$ cat config.mk
export PLATFORM = sky130hd
export DESIGN_NAME = queue1in4_flat
export DESIGN_NICKNAME = d
export VERILOG_FILES = /design/src/rtl/queue1in4_if.sv /design/src/rtl/queue1in4.sv /design/src/flat_wrapper.sv
export SDC_FILE = /design/constraint.sdc
export NUM_CORES = 1
export LEC_CHECK = 0
export CAP_MARGIN = 20
export CORE_MARGIN = 10
export CORE_UTILIZATION = 30
export CTS_CLUSTER_DIAMETER = 150
export DETAILED_ROUTE_END_ITERATION = 8
export HOLD_SLACK_MARGIN = 0.02
export PLACE_DENSITY_LB_ADDON = 0.25
export REMOVE_ABC_BUFFERS = 1
export SETUP_SLACK_MARGIN = 0.5
export SYNTH_ARGS = -nofsm -noshare
export SYNTH_HDL_FRONTEND = slang
export SYNTH_SLANG_ARGS = --single-unit
$ cat constraint.sdc
create_clock -name i_clk -period 10.7 [get_ports i_clk]
set_input_delay 2.14 -clock i_clk [delete_from_list [all_inputs] [get_ports i_clk]]
set_output_delay 2.14 -clock i_clk [all_outputs]
set_load 0.005 [all_outputs]
$ cat src/rtl/queue1in4_if.sv
// rtl/queue1in4_if.sv - rename-to-issue group buffer handshake bundle
interface queue1in4_if #(
  parameter int WIDTH_REG = 3,
  parameter int WIDTH_TAG = 3,
  parameter int WIDTH_BRM = 3
);
  localparam int WIDTH = 7 + WIDTH_BRM + WIDTH_TAG + 3 * WIDTH_REG + 3;

  logic [WIDTH-1:0]       i_inst;
  logic                   i_valid;
  logic                   o_ready;
  logic [WIDTH-1:0]       o_inst1;
  logic [WIDTH-1:0]       o_inst2;
  logic [WIDTH-1:0]       o_inst3;
  logic [WIDTH-1:0]       o_inst4;
  logic                   o_en;
  logic                   i_ready;
  logic [4*WIDTH_REG-1:0] i_wdest4x;
  logic [WIDTH_BRM-1:0]   i_BrKill;

  modport master (
    output i_inst, i_valid, i_ready, i_wdest4x, i_BrKill,
    input  o_ready, o_inst1, o_inst2, o_inst3, o_inst4, o_en
  );

  modport slave (
    input  i_inst, i_valid, i_ready, i_wdest4x, i_BrKill,
    output o_ready, o_inst1, o_inst2, o_inst3, o_inst4, o_en
  );
endinterface

$ cat src/rtl/queue1in4.sv
// rtl/queue1in4.sv - 8-entry buffer that forwards renamed instructions in groups of up to 4
module queue1in4 #(
  parameter int WIDTH_REG = 3,
  parameter int WIDTH_TAG = 3,
  parameter int WIDTH_BRM = 3,
  parameter int TIMEOUT   = 4
) (
  input  logic       i_clk,
  input  logic       i_rst,
  queue1in4_if.slave bus
);
  localparam int WIDTH   = 7 + WIDTH_BRM + WIDTH_TAG + 3 * WIDTH_REG + 3;
  localparam int DEPTH   = 8;
  localparam int PR1_LSB = 3;
  localparam int PR2_LSB = 3 + WIDTH_REG;
  localparam int BRM_LSB = 3 + 3 * WIDTH_REG + WIDTH_TAG;
  localparam int TW      = (TIMEOUT < 1) ? 1 : $clog2(TIMEOUT + 1);
  localparam logic [TW-1:0] TIMEOUT_T = TW'(TIMEOUT);

  logic [WIDTH-1:0] mem_q [DEPTH];
  logic [WIDTH-1:0] mem_d [DEPTH];
  logic [2:0]       head_q, head_d;
  logic [2:0]       tail_q, tail_d;
  logic [3:0]       count_q, count_d;
  logic [TW-1:0]    timer_q, timer_d;

  logic             en, ready, push, pop;
  logic [2:0]       pop_n;
  logic [2:0]       idx;
  logic [WIDTH-1:0] lane [4];

  // Kill clears val; wakeup sets p1/p2 on a match with any nonzero destination.
  function automatic logic [WIDTH-1:0] refresh(input logic [WIDTH-1:0]       e,
                                               input logic [4*WIDTH_REG-1:0] wdest,
                                               input logic [WIDTH_BRM-1:0]   kill);
    logic [WIDTH-1:0]     r;
    logic [WIDTH_REG-1:0] w;
    r = e;
    if ((e[BRM_LSB +: WIDTH_BRM] & kill) != '0) r[2] = 1'b0;
    for (int k = 0; k < 4; k++) begin
      w = wdest[k*WIDTH_REG +: WIDTH_REG];
      if (w != '0) begin
        if (e[PR1_LSB +: WIDTH_REG] == w) r[0] = 1'b1;
        if (e[PR2_LSB +: WIDTH_REG] == w) r[1] = 1'b1;
      end
    end
    return r;
  endfunction

  always_comb begin
    en    = (count_q >= 4'd4) || ((count_q != 4'd0) && (timer_q == TIMEOUT_T));
    ready = (count_q != 4'd8);
    push  = bus.i_valid && ready;
    pop   = en && bus.i_ready;
    pop_n = (count_q > 4'd4) ? 3'd4 : count_q[2:0];
    idx   = head_q;
    for (int k = 0; k < 4; k++) begin
      idx     = head_q + 3'(k);
      lane[k] = (4'(k) < count_q) ? mem_q[idx] : '0;
    end
  end

  assign bus.o_en    = en;
  assign bus.o_ready = ready;
  assign bus.o_inst1 = lane[0];
  assign bus.o_inst2 = lane[1];
  assign bus.o_inst3 = lane[2];
  assign bus.o_inst4 = lane[3];

  always_comb begin
    for (int i = 0; i < DEPTH; i++) mem_d[i] = refresh(mem_q[i], bus.i_wdest4x, bus.i_BrKill);
    if (push) mem_d[tail_q] = refresh(bus.i_inst, bus.i_wdest4x, bus.i_BrKill);
    head_d  = pop ? head_q + pop_n : head_q;
    tail_d  = push ? tail_q + 3'd1 : tail_q;
    count_d = count_q - (pop ? {1'b0, pop_n} : 4'd0) + (push ? 4'd1 : 4'd0);
    // A group waits for a full lane set unless the buffer idles long enough.
    if ((count_q == 4'd0) || push || pop) timer_d = '0;
    else if (timer_q != TIMEOUT_T)        timer_d = timer_q + 1'b1;
    else                                  timer_d = timer_q;
  end

  always_ff @(posedge i_clk or posedge i_rst) begin
    if (i_rst) begin
      for (int i = 0; i < DEPTH; i++) mem_q[i] <= '0;
      head_q  <= '0;
      tail_q  <= '0;
      count_q <= '0;
      timer_q <= '0;
    end else begin
      for (int i = 0; i < DEPTH; i++) mem_q[i] <= mem_d[i];
      head_q  <= head_d;
      tail_q  <= tail_d;
      count_q <= count_d;
      timer_q <= timer_d;
    end
  end
endmodule
$ cat src/flat_wrapper.sv
// flat-port wrapper written by rule: the top's interface ports become plain ports
module queue1in4_flat 
#(
  parameter int WIDTH_REG = 3,
  parameter int WIDTH_TAG = 3,
  parameter int WIDTH_BRM = 3,
  parameter int TIMEOUT   = 4
)
  (i_clk, i_rst, bus_i_inst, bus_i_valid, bus_i_ready, bus_i_wdest4x, bus_i_BrKill, bus_o_ready, bus_o_inst1, bus_o_inst2, bus_o_inst3, bus_o_inst4, bus_o_en);
  queue1in4_if #(.WIDTH_REG(WIDTH_REG), .WIDTH_TAG(WIDTH_TAG), .WIDTH_BRM(WIDTH_BRM)) bus_i ();
  input  logic i_clk;
  input  logic i_rst;
  input wire logic [$bits(bus_i.i_inst)-1:0] bus_i_inst;
  input wire logic [$bits(bus_i.i_valid)-1:0] bus_i_valid;
  input wire logic [$bits(bus_i.i_ready)-1:0] bus_i_ready;
  input wire logic [$bits(bus_i.i_wdest4x)-1:0] bus_i_wdest4x;
  input wire logic [$bits(bus_i.i_BrKill)-1:0] bus_i_BrKill;
  output wire logic [$bits(bus_i.o_ready)-1:0] bus_o_ready;
  output wire logic [$bits(bus_i.o_inst1)-1:0] bus_o_inst1;
  output wire logic [$bits(bus_i.o_inst2)-1:0] bus_o_inst2;
  output wire logic [$bits(bus_i.o_inst3)-1:0] bus_o_inst3;
  output wire logic [$bits(bus_i.o_inst4)-1:0] bus_o_inst4;
  output wire logic [$bits(bus_i.o_en)-1:0] bus_o_en;
  assign bus_i.i_inst = bus_i_inst;
  assign bus_i.i_valid = bus_i_valid;
  assign bus_i.i_ready = bus_i_ready;
  assign bus_i.i_wdest4x = bus_i_wdest4x;
  assign bus_i.i_BrKill = bus_i_BrKill;
  assign bus_o_ready = bus_i.o_ready;
  assign bus_o_inst1 = bus_i.o_inst1;
  assign bus_o_inst2 = bus_i.o_inst2;
  assign bus_o_inst3 = bus_i.o_inst3;
  assign bus_o_inst4 = bus_i.o_inst4;
  assign bus_o_en = bus_i.o_en;
  queue1in4 #(.WIDTH_REG(WIDTH_REG), .WIDTH_TAG(WIDTH_TAG), .WIDTH_BRM(WIDTH_BRM), .TIMEOUT(TIMEOUT)) u_core (.i_clk(i_clk), .i_rst(i_rst), .bus(bus_i));
endmodule
Word level (Yosys, flattened, before mapping) --
Index checks and enable logic that the tools add are counted.
Cells by class: muxes and demuxes 144, eq/ne operators 75, reductions and logical operators 23, $lt $le $gt $ge 12, $add $sub $neg 8, bitwise gates (word level) 14
Operators by type and width (count):
- $mux 25 | 13
- $bmux 25 s3 | 4
- $eq 3x3->1 | 72
- $bwmux 200 | 1
- $mux 178 | 1
- $mux 1 | 83
- $demux 25 s3 | 1
- $mux 2 | 37
- $reduce_bool 3->1 | 13
- $and 3x3->3 | 9
- $ge 4x4->1 const B | 5
- $not 3->4 | 5
- $mux 3 | 4
- $add 3x1->3 const B | 3
- $lt 1x4->1 const A | 2
- $lt 2x4->1 const A | 2
- $add 3x2->3 const B | 2
- $add 4x4->4 | 1
- $ge 4x3->1 const B | 1
- $gt 4x3->1 const B | 1
- $logic_and 1x1->1 | 4
- $logic_not 4->1 | 1
- $lt 4x1->1 const B | 1
- $ne 4x4->1 const B | 1
- other kinds (7) | 9
Word-level totals: output and inout bits 102, register bits 213, bits of input ports 44

Depth between registers and ports, before layout --
Gate-level depths: netlist of run 1.
word-level depth 12, mapped depth 12

Worst setup path before layout of run 1 --
OpenSTA, ideal clock, no wires.
path type reg-to-output, start reg u_core.head_q[1], end out bus_o_inst4[10], data arrival time 2.858 ns, cell stages (with the launch flop) 10, data required time 8.560 ns, slack 5.702 ns, buffers on the path 4, cells stage by stage dfrtp_1 -> buf_2 -> buf_2 -> clkinv_1 -> clkbuf_1 -> ha_1 -> xnor2_1 -> buf_4 -> mux4_2 -> a22o_1
Between the ends: word-level cells in the longest chain between the ends 6
Ends and longest elaborated chain:
- start: declaration | line queue1in4.sv:22 | logic [2:0] head_q, head_d;
- start signal: assignment | line queue1in4.sv:85 | head_q <= '0;
- start signal: assignment | line queue1in4.sv:91 | head_q <= head_d;
- $add 3x2->3 | line queue1in4.sv:58 | idx = head_q + 3'(k);
- $not 3->4 (not written as such) | line queue1in4.sv:59 | lane[k] = (4'(k) < count_q) ? mem_q[idx] : '0;
- $bmux 25 s3 | line queue1in4.sv:59
- $mux 25 (not written as such) (2 in series) | line queue1in4.sv:59
- $mux 25 | line queue1in4.sv:59
- end: declaration | line flat_wrapper.sv:22 | output wire logic [$bits(bus_i.o_inst4)-1:0] bus_o_inst4;
Every way passes these cells. The select of a mux whose other input is x is not followed.

Worst setup path in the final report of run 1 --
start reg u_core.head_q[1], end out bus_o_inst2[15]
Between the ends: word-level cells in the longest chain between the ends 6
Ends and longest elaborated chain:
- $add 3x1->3 | line queue1in4.sv:58
- $not 3->4 (not written as such) | line queue1in4.sv:59
- $bmux 25 s3 | line queue1in4.sv:59
- $mux 25 (not written as such) (2 in series) | line queue1in4.sv:59
- $mux 25 | line queue1in4.sv:59
- end: declaration | line flat_wrapper.sv:20 | output wire logic [$bits(bus_i.o_inst2)-1:0] bus_o_inst2;
Every way passes these cells. The select of a mux whose other input is x is not followed.

==> impl_metrics.toml, run 1 <==
[worst_setup_path]
crit_path_end_kind = "output port"
r2r_setup_slack_ns = 7.72
timing.rr.end = "u_core.count_q[2]$_DFF_PP0_"
worst-path-buf-inv = 3
arrival_ns = 4.39
cp_max_fo = 52
crit_top_cell = "buf_4"
rr_worst_depth = 10
worst-path-stages = 7
startpoint_type = "register"
r2r_start = "u_core.count_q[3]$_DFF_PP0_"
crit_chain = "buf_4 -> ha_1 -> xor2_4 -> buf_4 -> mux4_2 -> a22o_1 -> clkdlybuf4s50_1"
cp.required_ns = 8.56
cpPeakStageDelay_ns = 0.68
crit_family = "buffers and inverters"
crit_type = "reg -> out"
cp_slowest_cell = "buf_4"

[sta]
rsz0062_at_grt = "no"
finalCritPeriodShare_pct = 61.02
fin_skew_ns = 0.02106
slew_viol_final = 0
hold_viol_final = 0
setup_viol_count_final = 0
setup_slack_ns = 4.171
finalCriticalPeriod_ns = 6.529
max_slew.worst_pin.slew_ns = 1.133
fmax_ghz = 0.1532
slew-limit-headroom_pct = 24.28

[clocking]
post_cts_resized = 0
clk_pin_slew_ns = 0.06
htreeDepth = 1
cts_buffer_depth = 3
cts_sinks = 213
cts_setup_buffers = 0
clock_latency_ns = 0.58
hold_buffers = 0
root_buffer = "clkbuf_16"
cts-buffers-inserted = 27
tritoncts = "yes"

[floorplanning]
ios = 146
dieWidth_um = 261.2
dieArea_um2 = 68210
core_um2 = 57700
die_height_um = 261.2
initial_utilization_pct = 30.24
rows = 88

[synth]
synth-seq-cells = 213
yosys.area_share.simple_pct = 8.483
async_flop_share_pct = 100.0
synthMuxAreaShare_pct = 38.46
syn_area_per_cell_um2 = 12.08
ys_seq_area_share_pct = 30.55
synth_xor_area_share_pct = 10.39
yosysTopAreaCell = "dfrtp_1"
synth_top_cells_by_area = "dfrtp_1, mux4_2, mux2_2"
yosysTopAreaCellShare_pct = 30.55
yosys_warnings = 0
synth_ff_type = "dfrtp_1"
synth_cell_types = 46
synth-edff-count = 0
synth_top_family_by_area = "multiplexers"
synth_fa_ha_area_share_pct = 1.090
synthCells = 1445
synth-compound-area-share_pct = 5.679
netlist_area_um2 = 17450

[drt]
vias_per_cell = 5.675
wl_per_cell_um = 26.45
routed_wirelength_um = 59830
drc = 0
ant_nets = 0
dr_total_vias = 12840
drtIter0Drc = 1102
dr.pass1.iters = 5

[place]
place_hpwl_um = 36910
io_buffers = 145
place.gp.congestion = 0.8072
place_ws_ns = 4.810

[cells_and_area]
drive_above_1_share_pct = 31.48
syn_to_final_growth_pct = 16.29
finish.net_count = 1534
mostFrequentLayoutCell = "dfrtp_1"
final_cell_mix = "dfrtp_1, mux4_2, xnor2_1, mux2_2, clkdlybuf4s50_1"

[power]
report.power.total_mw = 8.355
ir_worst_vdd_v = 0.0001697
leakagePower_nw = 7.699
pwr_density_cell_nw_per_um2 = 411.7

[grt]
grt_pass1_wl_um = 88640
first_global_vias = 12980
gr-total-overflow = 0
grt_max_degree = 113
grt_antenna_before_repair = 4
grt_use_total_pct = 17.21

[worst_hold_path]
hold_class = "reg -> reg"
holdPathStages = 1
hp-start = "u_core.mem_q[19]$_DFFE_PP0P_"
hold_end = "u_core.mem_q[19]$_DFFE_PP0P_"

[run]
maxCapViolations = 0

[status]
status = "finished clean"
==> cells by family (layout without fill, tap and decap cells) <==
kind of cell	count (synthesis)	count (layout)
buffers and inverters	179	230
adders and majority gates	14	14
and+or+nand+nor	288	288
AOI/OAI and AO/OA	144	144
DFF	213	213
other	0	1
muxes	400	400
xor gates and xnor gates	207	207
==> worst register-to-register path, delay by kind of cell (launching register included) <==
| family | cells | cell delay [ns] |
|---|---|---|
| buffers and inverters | 2 | 0.52 |
| XOR/XNOR | 1 | 0.17 |
| AND/OR/NAND/NOR | 3 | 0.63 |
| AO/OA/AOI/OAI | 1 | 0.17 |
| flip-flops | 1 | 0.45 |
| adder cells (fa/ha/maj) | 3 | 0.92 |
==> metrics by stage <==
step	hold slack, ns	cells	cell area [um^2]	TNS, ns	utilization [%]
floorplan	0.5072	1275	16550	-67.14	-
global placement	0.5285	2209	19240	0	33.34
detailed placement	0.5397	2209	19240	0	33.34
CTS	0.5529	2258	20230	0	35.06
global route	0.5792	2261	20290	0	35.17
finish	0.5520	2262	20290	0	35.17
==> sequential cells by signal, indices dropped and copies added (netlist names) <==
name,cells
u_core.timer_q,3
u_core.tail_q,3
u_core.mem_q,200
u_core.count_q,4
u_core.head_q,3
==> final cells by class <==
class                           count  area [um^2]
Fill cell                        5622        37400
Multi-Input combinational cell   1053        11260
Sequential cell                   213         5341
Timing Repair Buffer              172         1697
Tap cell                          765        957.2
Clock buffer                       39        820.8
Clock inverter                     10        167.7
Inverter                            9        43.79
Antenna cell                        1        2.502
==> metal layers <==
layer	part of all wire, %	track usage (%)	routed length [um]	vias to the layer above
li1	-	-	-	5506
met1	43	22.70	25550	6773
met2	48	27.84	28740	453
met3	6.3	3.533	3799	96
met4	2.8	5.715	1705	8
met5	0.069	0	41	-
==> synthesized netlist by cell type (3+ instances only) <==
| cell type | count |
|---|---|
| ha_1 | 12 |
| o21ai_0 | 27 |
| a22oi_1 | 9 |
| nor4_1 | 4 |
| inv_1 | 7 |
| a21oi_1 | 37 |
| a211oi_1 | 10 |
| mux2i_1 | 33 |
| clkbuf_1 | 85 |
| mux2_2 | 146 |
| buf_4 | 5 |
| nand4_1 | 57 |
| nand3_4 | 4 |
| buf_6 | 13 |
| xnor2_1 | 171 |
| nand2_1 | 112 |
| nor3_1 | 12 |
| nor2b_1 | 3 |
| nand2_4 | 3 |
| nand3_1 | 18 |
| buf_2 | 53 |
| buf_12 | 4 |
| mux2_4 | 32 |
| buf_1 | 7 |
| or3_1 | 18 |
| a22o_1 | 50 |
| xor2_1 | 36 |
| nor2_1 | 46 |
| a311oi_1 | 8 |
| mux4_2 | 189 |
| dfrtp_1 | 213 |
| or2_2 | 3 |
==> power breakdown <==
part | internal [mW] | switching (mW)
Sequential | 1.20 | 0.822
Clock | 0.628 | 0.389
Combinational | 3.09 | 2.23
Total | 4.91 | 3.45
==> worst max path at each step <==
stage	startpoint	slack, ns	endpoint
floorplan	u_core.head_q[0]$_DFFE_PP0N_	-2.71	bus_o_inst4[10]
global placement	u_core.head_q[1]$_DFFE_PP0N_	4.88	bus_o_inst2[15]
detailed placement	u_core.head_q[1]$_DFFE_PP0N_	4.81	bus_o_inst2[2]
CTS	u_core.head_q[1]$_DFFE_PP0N_	4.18	bus_o_inst2[15]
global route	u_core.head_q[1]$_DFFE_PP0N_	4.05	bus_o_inst2[2]
finish	u_core.head_q[1]$_DFFE_PP0N_	4.17	bus_o_inst2[15]
(Power assumes the default switching activity.)
==> run 2: changes to the inputs <==
Clock period 10.7 ns to 6.55 ns, I/O delays scaled along.
==> run 2 against run 1 <==
Compared with the run above:
- global-route usage grew 0.30 points
- clock-buffer cell count grew 6
- power grew 62%
- sequential share of layout area grew 0.15 points
- final cell count grew 0.13%
- via count grew 1.4%
- largest power group unchanged
==> impl_metrics.toml, run 2 (same netlist as run 1, synthesis figures left out) <==
[worst_setup_path]
cp.required_ns = 5.24
startpoint_type = "register"
rr_worst_depth = 10
arrival_ns = 4.06
crit_type = "reg -> out"
crit_path_end_kind = "output port"
cp_max_fo = 113

[cells_and_area]
seq_area_um2 = 5341
fill_cells = 5668
mostFrequentLayoutCell = "dfrtp_1"
largest_register = "u_core.mem_q"
final_cells = 2265
drive_above_1_share_pct = 31.07
final_area_um2 = 20180
syn_to_final_growth_pct = 15.65
largest_reg_flops = 200
largest_registers = "u_core.mem_q (200), u_core.count_q (4)"
finish.net_count = 1537
final_cell_mix = "dfrtp_1, mux4_2, xnor2_1, mux2_2, clkdlybuf4s50_1"
insertedDiodeCount = 0
multi_input_area_um2 = 11260
utilization_pct = 34.98

[floorplanning]
die_height_um = 261.2
core_um2 = 57700
ios = 146
rows = 88
dieArea_um2 = 68210
dieWidth_um = 261.2
initial_utilization_pct = 30.24

[clocking]
clk_pin_slew_ns = 0.06
cts_buffer_depth = 3
post_cts_resized = 0
root_buffer = "clkbuf_16"
hold_buffers = 0
clock_latency_ns = 0.57
cts_sinks = 213
htreeDepth = 1
cts_setup_buffers = 0
tritoncts = "yes"
cts-buffers-inserted = 27

[sta]
max_slew.worst_pin.slew_ns = 1.150
finalCriticalPeriod_ns = 5.367
finalCritPeriodShare_pct = 81.94
hold_viol_final = 0
fin_skew_ns = 0.01491
setup_viol_count_final = 0
fmax_ghz = 0.1863
slew_viol_final = 0
rsz0062_at_grt = "no"
slew-limit-headroom_pct = 23.12

[grt]
grt_max_degree = 126
grt_pass1_wl_um = 90820
grt_use_total_pct = 17.51
first_global_vias = 13090
gr-total-overflow = 0
grt_antenna_before_repair = 4

[place]
io_buffers = 145
place_inst = 2215
place.gp.congestion = 0.8036
dpl_cell_area_um2 = 19290
place_hpwl_um = 38250

[power]
p_seq_share_pct = 24.3
ir_worst_vdd_v = 0.0004118
switching_power_mw = 5.696
combPwrFrac_pct = 64.4
pwr-share-clk_pct = 11.2
p_int_mw = 7.862
pwr_density_cell_nw_per_um2 = 671.8
leakagePower_nw = 7.647
p_sw_share_pct = 42.01

[drt]
dr_total_vias = 13020
routed_wirelength_um = 60770
dr.pass1.iters = 5
ant_nets = 0
drtIter0Drc = 1252
vias_per_cell = 5.747
wl_per_cell_um = 26.83
drc = 0

[worst_hold_path]
hold_class = "reg -> reg"
holdPathStages = 1

[status]
status = "finished clean"

[run]
maxCapViolations = 0
-- run 2: changes by cell type in the layout (fill, tap and decap cells not counted), moves of 2 or more --
| cell | change |
|---|---|
| clkbuf_1 | +7 |
| bufinv_16 | -3 |
| clkdlybuf4s50_1 | +2 |
| buf_16 | -2 |
| buf_4 | +5 |
-- run 2: area by class of cell --
class,count,area share (%)
clock inverters,5,0.2666
clock buffers,45,4.129
inverters,9,0.2170
repair buffers,175,8.370
flip-flops and latches,213,26.47
well taps,765,4.743
multi-input cells,1053,55.81
-- run 2: power by group through the flow --
stage	clock network, mW	registers, mW	logic [mW]
after global routing	1.60	3.42	9.37
after CTS	1.55	3.26	8.87
after floorplan	0	2.96	5.47
final	1.52	3.30	8.73
after detailed placement	0	3.28	8.82
after global placement	0	3.24	8.77
-- run 2: stage by stage --
step / hold WS (ns) / worst slack (ns) / total power [mW] / setup TNS (ns)
2_1_floorplan: 0.5072 / -6.030 / 8.432 / -351.11
3_3_place_gp: 0.5250 / 1.677 / 12.00 / 0
3_5_place_dp: 0.5316 / 1.698 / 12.10 / 0
4_1_cts: 0.5442 / 1.087 / 13.68 / 0
5_1_grt: 0.5790 / 1.006 / 14.39 / 0
6_report: 0.5465 / 1.183 / 13.56 / 0
-- run 2: final timing paths --
kind                                         startpoint  slack, ns                             to
hold reg to reg            u_core.mem_q[44]$_DFFE_PP0P_       0.55   u_core.mem_q[44]$_DFFE_PP0P_
min in group asynchronous                         i_rst       1.34  u_core.mem_q[193]$_DFFE_PP0P_
setup / recovery           u_core.head_q[0]$_DFFE_PP0N_       1.18                bus_o_inst2[22]
hold / removal             u_core.mem_q[44]$_DFFE_PP0P_       0.55   u_core.mem_q[44]$_DFFE_PP0P_
setup reg to reg            u_core.count_q[3]$_DFF_PP0_       3.55    u_core.count_q[2]$_DFF_PP0_
max in group asynchronous                         i_rst       3.90   u_core.head_q[0]$_DFFE_PP0N_
-- run 2: metal layers --
layer / GRT usage [%] / vias up / part of all wire [%]
li1: - / 5513 / -
met1: 23.27 / 6957 / 43
met2: 29.11 / 452 / 49
met3: 2.772 / 87 / 5.5
met4: 4.929 / 8 / 2.2
met5: 0 / - / 0.067
-- run 2: critical path: stages, from the launching register on --
cell             delay [ns]
dfrtp_4                0.44
buf_12                 0.60
ha_1                   0.43
xor2_4                 0.52
buf_4                  0.38
mux4_2                 0.35
a22o_1                 0.27
clkdlybuf4s50_1        0.47
==> run 3: changes to the inputs <==
Clock period 6.55 ns to 5.3 ns, I/O delays scaled along.
==> run 3 against run 2 <==
Compared with the run above:
- die area unchanged
- worst setup slack got worse by 0.46 ns
- power grew 24%
- non-clock buffer count increased by 5
- sequential share of layout area decreased by 0.17 points
- cell area is 0.64% higher
- flip-flop and latch count did not move
- clock-buffer cell count is 8 lower
- sequential power up 24%
- clock power increased by 31%
- worst hold slack gained 0.0093 ns
- largest cell class unchanged
==> impl_metrics.toml, run 3 (same netlist as run 1, synthesis figures left out) <==
[status]
status = "finished clean"

[clocking]
clock_latency_ns = 0.59
htreeDepth = 1
cts_buffer_depth = 3
cts_setup_buffers = 0
cts-buffers-inserted = 28
tritoncts = "yes"
cts_sinks = 213
clk_pin_slew_ns = 0.06
hold_buffers = 0
post_cts_resized = 0
root_buffer = "clkbuf_16"

[drt]
vias_per_cell = 5.756
drc = 0
ant_nets = 0
dr_total_vias = 13070
wl_per_cell_um = 26.69
dr.pass1.iters = 5
routed_wirelength_um = 60620
drtIter0Drc = 1170

[power]
report.power.total_mw = 16.83
ir_worst_vdd_v = 0.0004996
leakagePower_nw = 7.713
pwr_density_cell_nw_per_um2 = 828.8

[place]
place_ws_ns = 1.259
place_inst = 2220
io_buffers = 145
place.gp.congestion = 0.8133
place_hpwl_um = 38780
dpl_cell_area_um2 = 19350

[worst_setup_path]
rr_worst_depth = 10
r2r_start = "u_core.count_q[3]$_DFF_PP0_"
cp.required_ns = 4.24
cp_slowest_cell = "dfrtp_4"
worst-path-stages = 5
crit_path_end_kind = "output port"
crit_family = "buffers and inverters"
crit_type = "reg -> out"
cp_max_fo = 37
cpPeakStageDelay_ns = 0.88
crit_chain = "xnor2_2 -> buf_4 -> mux4_2 -> a22o_1 -> clkdlybuf4s50_1"
startpoint_type = "register"
worst-path-buf-inv = 2
arrival_ns = 3.52
crit_start = "u_core.head_q[2]$_DFFE_PP0N_"

[sta]
max_slew.worst_pin.slew_ns = 1.002
setup_slack_ns = 0.7245
finalCritPeriodShare_pct = 86.33
setup_viol_count_final = 0
fin_skew_ns = 0.02327
tns_ns = 0
worst_hold_slack_ns = 0.5558
finalCriticalPeriod_ns = 4.576
fmax_ghz = 0.2186
hold_viol_final = 0
rsz0062_at_grt = "no"
slew_viol_final = 0
slew-limit-headroom_pct = 33.05

[worst_hold_path]
hold_class = "reg -> reg"
hp-start = "u_core.mem_q[45]$_DFFE_PP0P_"
holdPathStages = 1

[cells_and_area]
largest_register = "u_core.mem_q"
final_cells = 2271
mostFrequentLayoutCell = "dfrtp_1"
drive_above_1_share_pct = 32.01
finish.net_count = 1543
utilization_pct = 35.20
insertedDiodeCount = 0
final_area_um2 = 20310
final_cell_mix = "dfrtp_1, mux4_2, xnor2_1, mux2_2, clkdlybuf4s50_1"
largest_registers = "u_core.mem_q (200), u_core.count_q (4)"
largest_reg_flops = 200
syn_to_final_growth_pct = 16.39

[grt]
grt_use_total_pct = 17.48
gr-total-overflow = 0
grt_pass1_wl_um = 90670
grt_max_degree = 90
grt_antenna_before_repair = 4
first_global_vias = 13350

[floorplanning]
initial_utilization_pct = 30.24
dieWidth_um = 261.2
rows = 88
core_um2 = 57700
ios = 146
die_height_um = 261.2
dieArea_um2 = 68210

[run]
maxCapViolations = 0
## run 3: final timing paths
| path | slack, ns | to |
|---|---|---|
| min in group asynchronous | 0.97 | u_core.mem_q[48]$_DFFE_PP0P_ |
| min | 0.56 | u_core.mem_q[45]$_DFFE_PP0P_ |
| min reg2reg | 0.56 | u_core.mem_q[45]$_DFFE_PP0P_ |
| max | 0.72 | bus_o_inst4[15] |
| max in group asynchronous | 3.28 | u_core.head_q[2]$_DFFE_PP0N_ |
| max reg2reg | 1.93 | u_core.count_q[2]$_DFF_PP0_ |
## run 3: metal layers
| metal | GRT usage [%] | up-vias | share of wire [%] |
|---|---|---|---|
| li1 | - | 5517 | - |
| met3 | 3.071 | 115 | 6.4 |
| met4 | 6.213 | 8 | 3.3 |
| met2 | 29.06 | 512 | 49 |
| met5 | 0 | - | 0.076 |
| met1 | 22.55 | 6919 | 42 |
## run 3: power by group
| part | switching, mW | internal, mW | total (mW) |
|---|---|---|---|
| clock network | 0.796 | 1.20 | 1.99 |
| registers | 1.68 | 2.41 | 4.09 |
| logic | 4.49 | 6.25 | 10.7 |
| total | 6.97 | 9.86 | 16.8 |
## run 3: layout make-up
type                    instances  area [um^2]
clock buffers                  37        794.5
clock inverters                14        166.4
fillers                      5639        37390
inverters                       9        43.79
multi-input cells            1053        11260
flip-flops and latches        213         5341
well taps                     765        957.2
repair buffers                180         1744
## run 3: worst reg2reg max path: cells and delay by family, from the launching register on
family                   cells  cell delay [ns]
XOR/XNOR                     1             0.17
flip-flops                   1             0.44
AND/OR/NAND/NOR              3             1.15
adder cells (fa/ha/maj)      3             0.92
AO/OA/AOI/OAI                1             0.14
buffers and inverters        2             0.44
